## src/rtl/cache_pkg.sv

```systemverilog
// Shared cache constants and fill-FSM state encoding.
// Also used by the I/D caches for block geometry.
package cache_pkg;

    localparam int ADDR_W      = 16;
    localparam int DATA_W      = 16;
    localparam int BLOCK_WORDS = 8;
    localparam int WORD_BYTES  = DATA_W / 8;
    localparam int OFFSET_W    = $clog2(BLOCK_WORDS * WORD_BYTES);
    localparam int CNT_W       = $clog2(BLOCK_WORDS) + 1;

    localparam logic [1:0] ST_IDLE = 2'd0;
    localparam logic [1:0] ST_FILL = 2'd1;
    localparam logic [1:0] ST_TAG  = 2'd2;

    typedef enum logic [1:0] {
        IDLE = ST_IDLE,
        FILL = ST_FILL,
        TAG  = ST_TAG
    } fill_state_e;

endpackage

```

## src/rtl/fill_counter.sv

```systemverilog
// Up counter with enable, synchronous clear and terminal-count flag.
// Used for the request and response word indices of a block fill.
module fill_counter #(
    parameter int W    = 4,
    parameter int TERM = 8
) (
    input  logic         clk,
    input  logic         rst_n,
    input  logic         clr_i,
    input  logic         en_i,
    output logic [W-1:0] cnt_o,
    output logic         done_o
);

    logic [W-1:0] cnt_q;
    logic [W-1:0] cnt_d;

    always_comb begin
        cnt_d = cnt_q;
        if (clr_i) begin
            cnt_d = '0;
        end else if (en_i) begin
            cnt_d = cnt_q + W'(1);
        end
    end

    always_ff @(posedge clk or negedge rst_n) begin
        if (!rst_n) begin
            cnt_q <= '0;
        end else begin
            cnt_q <= cnt_d;
        end
    end

    assign cnt_o  = cnt_q;
    assign done_o = (cnt_q == W'(TERM));

endmodule

```

## src/rtl/cache_fill_fsm.sv

```systemverilog
// Cache miss handler: reads a whole block from memory word by word,
// streams it into the data array, then writes the tag once.
module cache_fill_fsm
    import cache_pkg::*;
#(
    parameter int ADDR_W      = cache_pkg::ADDR_W,
    parameter int DATA_W      = cache_pkg::DATA_W,
    parameter int BLOCK_WORDS = cache_pkg::BLOCK_WORDS
) (
    input  logic              clk,
    input  logic              rst,
    input  logic              miss_detected,
    input  logic [ADDR_W-1:0] miss_address,
    input  logic [DATA_W-1:0] memory_data,
    input  logic              memory_data_vld,
    output logic              fsm_busy,
    output logic              mem_en,
    output logic [ADDR_W-1:0] memory_address,
    output logic              write_data_array,
    output logic              write_tag_array,
    output logic [ADDR_W-1:0] cache_address,
    output logic [DATA_W-1:0] cache_data
);

    localparam int CW    = $clog2(BLOCK_WORDS) + 1;
    localparam int OFF_W = $clog2(BLOCK_WORDS * (DATA_W / 8));

    fill_state_e       state_q, state_d;
    logic [ADDR_W-1:0] base_q, base_d;

    logic [CW-1:0] issue_cnt, recv_cnt;
    logic          issue_done, recv_done;
    logic          issue_en, recv_en, cnt_clr;

    assign cnt_clr = (state_q != FILL);

    fill_counter #(.W(CW), .TERM(BLOCK_WORDS)) u_issue_cnt (
        .clk    (clk),
        .rst_n  (rst),
        .clr_i  (cnt_clr),
        .en_i   (issue_en),
        .cnt_o  (issue_cnt),
        .done_o (issue_done)
    );

    fill_counter #(.W(CW), .TERM(BLOCK_WORDS)) u_recv_cnt (
        .clk    (clk),
        .rst_n  (rst),
        .clr_i  (cnt_clr),
        .en_i   (recv_en),
        .cnt_o  (recv_cnt),
        .done_o (recv_done)
    );

    always_comb begin
        state_d          = state_q;
        base_d           = base_q;
        fsm_busy         = 1'b0;
        mem_en           = 1'b0;
        memory_address   = '0;
        write_data_array = 1'b0;
        write_tag_array  = 1'b0;
        cache_address    = '0;
        cache_data       = '0;
        issue_en         = 1'b0;
        recv_en          = 1'b0;
        unique case (state_q)
            IDLE: begin
                // Tag lookup path; forced to 0 while reset is held.
                cache_address = rst ? miss_address : '0;
                if (miss_detected) begin
                    base_d  = {miss_address[ADDR_W-1:OFF_W], {OFF_W{1'b0}}};
                    state_d = FILL;
                end
            end
            FILL: begin
                fsm_busy      = 1'b1;
                cache_address = base_q;
                if (!issue_done) begin
                    mem_en         = 1'b1;
                    memory_address = base_q + ADDR_W'({issue_cnt, 1'b0});
                    issue_en       = 1'b1;
                end
                if (memory_data_vld && !recv_done) begin
                    write_data_array = 1'b1;
                    cache_address    = base_q + ADDR_W'({recv_cnt, 1'b0});
                    cache_data       = memory_data;
                    recv_en          = 1'b1;
                    if (recv_cnt == CW'(BLOCK_WORDS - 1)) begin
                        state_d = TAG;
                    end
                end
            end
            TAG: begin
                fsm_busy        = 1'b1;
                write_tag_array = 1'b1;
                cache_address   = base_q;
                state_d         = IDLE;
            end
            default: begin
                state_d = IDLE;
            end
        endcase
    end

    always_ff @(posedge clk or negedge rst) begin
        if (!rst) begin
            state_q <= IDLE;
            base_q  <= '0;
        end else begin
            state_q <= state_d;
            base_q  <= base_d;
        end
    end

endmodule

```

## config.mk

```make
export PLATFORM = sky130hd
export DESIGN_NAME = cache_fill_fsm
export DESIGN_NICKNAME = d
export VERILOG_FILES = /design/src/rtl/cache_pkg.sv /design/src/rtl/fill_counter.sv /design/src/rtl/cache_fill_fsm.sv
export SDC_FILE = /design/constraint.sdc
export NUM_CORES = 1
export LEC_CHECK = 0
export CAP_MARGIN = 20
export CORE_ASPECT_RATIO = 1.75
export CORE_MARGIN = 3
export CORE_UTILIZATION = 46
export CTS_CLUSTER_DIAMETER = 30
export DETAILED_ROUTE_END_ITERATION = 8
export PLACE_DENSITY = 0.87
export SLEW_MARGIN = 5
export SYNTH_ARGS = -nofsm -noshare
export SYNTH_HDL_FRONTEND = slang
export SYNTH_HIERARCHICAL = 1
export SYNTH_SLANG_ARGS = --single-unit
```

## constraint.sdc

```tcl
create_clock -name clk -period 5.45 [get_ports clk]
set_input_delay 1.635 -clock clk [delete_from_list [all_inputs] [get_ports clk]]
set_output_delay 1.635 -clock clk [all_outputs]
set_load 0.005 [all_outputs]
```

==> results.md <==
- Final setup TNS: 0 ps
- Total wire length: 5.873 mm
- Core Box Area: 0.003979 sq mm
- P_sw: 483.4 uW
- Ranking of synthesized cells by area: dfrtp_1 28%, ha_1 7.7%, mux2_2 6.9%
- Synthesized instance count: 229
- CP max FO: 4
- Global-route wire length before repair: 9.701 mm
- Clk_lat worst skew: 260 ps
- Switching part of the total: 40.22%
- Max Cap Viol: 0
- Post-synth EDFFs: 0
- Synth area leader: dfrtp_1
- DP Wirelength: 4.521 mm
- Final Critical Period: 5383 ps
- CP required: 3820 ps
- Pin count of the biggest net entering global routing: 25
- Layout cells sized above 1: 11.33%
- Critical Path Start Type: primary input
- Setup violators final: 0
- Antenna violations before repair: 0
- Postcts setup bufs: 0
- R2R Setup Slk: 2810 ps
- CTS Buffer Depth: 2
- Fin. Hold Viols: 0
- Worst Skew: 1.700 ps
- Routed Antenna Nets: 0
- Seq/Total Area, Yosys: 28.06%
- Relative slew slack: 52.88%
- Nets: 358
- Top cells by count, synth: 24 x nor2_1, 22 x dfrtp_1, 16 x and3_1
- Pint: 718.4 uW
- 1st-pass router iterations: 4
- CP Class: in2out
- CTS H-tree lvls: 1
- Num CTS Buffers: 3
- Sequential power share: 28.1%
- Worst hold path class: reg2reg
- Num rows: 30
- Post-Place Cell Area: 0.002863 sq mm
- Clock sinks: 22
- Vias in the first global route: 2083
- Avg Cell Area, Syn: 8.567 sq um
- Most numerous cell in the Yosys netlist: nor2_1
- CTS tree: built
- #FFs+latches synth: 22
- Die width: 55.37 um
- Achievable frequency: 185.8 MHz
- Via count: 1997
- Die ar.: 0.005115 sq mm
- Gr usage total: 22.81%
- Clk root buf: clkbuf_8
- Hold-fix buffer count after cts: 0
- Congestion Overflow GR: 0
- Initial DRC count: 61
- Antenna cells: 0
- Die height: 92.39 um
- Share of the synthesized area in the top cell type: 28.06%
- Final instance area: 0.002924 sq mm
- Setup crit end kind: primary output
- # port buffers: 86
- Worst-margin pin slew: 706.8 ps
- Synth Cell Area: 0.001962 sq mm
- Top_reg_cell synth: dfrtp_1
- Final Cycle Share: 98.78%
- Vias/cell: 5.594
- Fin cells: 357
- Comb power frac: 62.1%
- PD cells: 411.0 mW/mm^2
- # DRC: 0
- Clock Pin Slew Worst Setup and Hold Paths: 80 ps
- I/O Pins: 88
- Leakage: 0.001215 uW
- Synth async-reset ratio: 100.0%
- Worst EP arrival: 3750 ps
- RSZ-0062 raised after global routing: false
- Area grow syn2layout: 49.04%
- Synth cell types: 43
- YS warnings: 6
- Routed wire per std cell: 16.45 um
- Slew Limit Fails: 0
- Outcome: finished, final reports clean
- Clock share of power: 9.8%
- GPL Wtd Cong: 0.8080
- Peak VDD IR: 0.2786 mV
- Syn_nets: 277
- Starting Density: 49.31%
- Cell total after placement: 353
[flip-flops by register name (all words and copies together) (netlist names)]
| signal | flops |
|---|---|
| state_q | 2 |
| u_recv_cnt/cnt_o | 4 |
| base_q | 12 |
| u_issue_cnt/cnt_o | 4 |
[routing by layer]
metal,up-vias,track usage [%],share of wire (%),wire [um]
met5,-,0,0,0
met4,0,7.099,1.4,85
met3,9,2.371,4.3,255
met2,68,44.96,57,3327
met1,938,24.61,38,2204
li1,982,-,-,-
[kinds of logic after synthesis]
logic type | count (synthesis) | share of synthesized area (%)
XOR/XNOR | 17 | 7.589
AND/OR/NAND/NOR | 94 | 26.72
buffers and inverters | 28 | 5.995
adder cells (fa/ha/maj) | 12 | 7.653
AO/OA/AOI/OAI | 39 | 14.35
other | 1 | 0.1911
flip-flops | 22 | 28.06
multiplexers | 16 | 9.439
[final timing paths]
kind | startpoint | to | depth (start not counted)
max | memory_data_vld | cache_address[15] | 6
min | base_q[4]$_DFFE_PN0P_ | base_q[4]$_DFFE_PN0P_ | 1
max reg2reg | state_q[1]$_DFFE_PN0P_ | u_recv_cnt/cnt_o[3]$_DFFE_PN0P_ | 7
min reg2reg | base_q[4]$_DFFE_PN0P_ | base_q[4]$_DFFE_PN0P_ | 1
max in group asynchronous | rst | base_q[7]$_DFFE_PN0P_ | 2
min in group asynchronous | rst | base_q[13]$_DFFE_PN0P_ | 2
[cell usage in the layout (no fill, tap or decap), types with 5 or more instances in the layout]
master / instances
and3_1: 16
nor3_1: 7
ha_1: 12
nand3_1: 5
xnor2_1: 11
and2_1: 6
a21oi_1: 6
nor2_1: 24
o22ai_1: 6
a22oi_1: 12
nand2_1: 7
dfrtp_1: 22
inv_1: 10
clkdlybuf4s50_1: 86
buf_4: 8
xor2_1: 6
mux2_2: 12
[through the flow]
step	worst slack, ps	util, %	power, uW	hold slack (ps)
2_1_floorplan	1153	-	710.3	512.0
3_3_place_gp	109.7	71.95	1060	544.7
3_5_place_dp	46.84	71.95	1084	554.0
4_1_cts	46.09	73.33	1205	585.1
5_1_grt	1.210	73.49	1292	603.5
6_report	66.74	73.49	1202	588.3
[critical path, stage by stage]
cell             delay [ps]
clkdlybuf4s50_1         510
nand2b_2                 70
or4_4                   570
nor4_2                  290
a311o_1                 160
clkdlybuf4s50_1         500
[cell type report]
cell class                      count  area, sq um
Clock buffer                        4        55.05
Fill cell                         340         1055
Inverter                           10        37.54
Multi-Input combinational cell    179         1300
Sequential cell                    22        550.5
Tap cell                           48        60.06
Timing Repair Buffer               94        920.9
[timing repair]
action                                  4_1_cts  5_1_grt
resized for setup                             0        1
endpoints found under the setup margin        0        1
endpoints found under the hold margin         0        0
[power groups by stage]
| stage | Clock [uW] | Combinational, uW | Sequential, uW |
|---|---|---|---|
| 6_report | 118 | 746 | 338 |
| 5_1_grt | 129 | 810 | 353 |
| 4_1_cts | 120 | 749 | 336 |
| 3_5_place_dp | 0 | 745 | 339 |
| 3_3_place_gp | 0 | 725 | 335 |
| 2_1_floorplan | 0 | 431 | 279 |
Power figures use the tool's default switching activity.
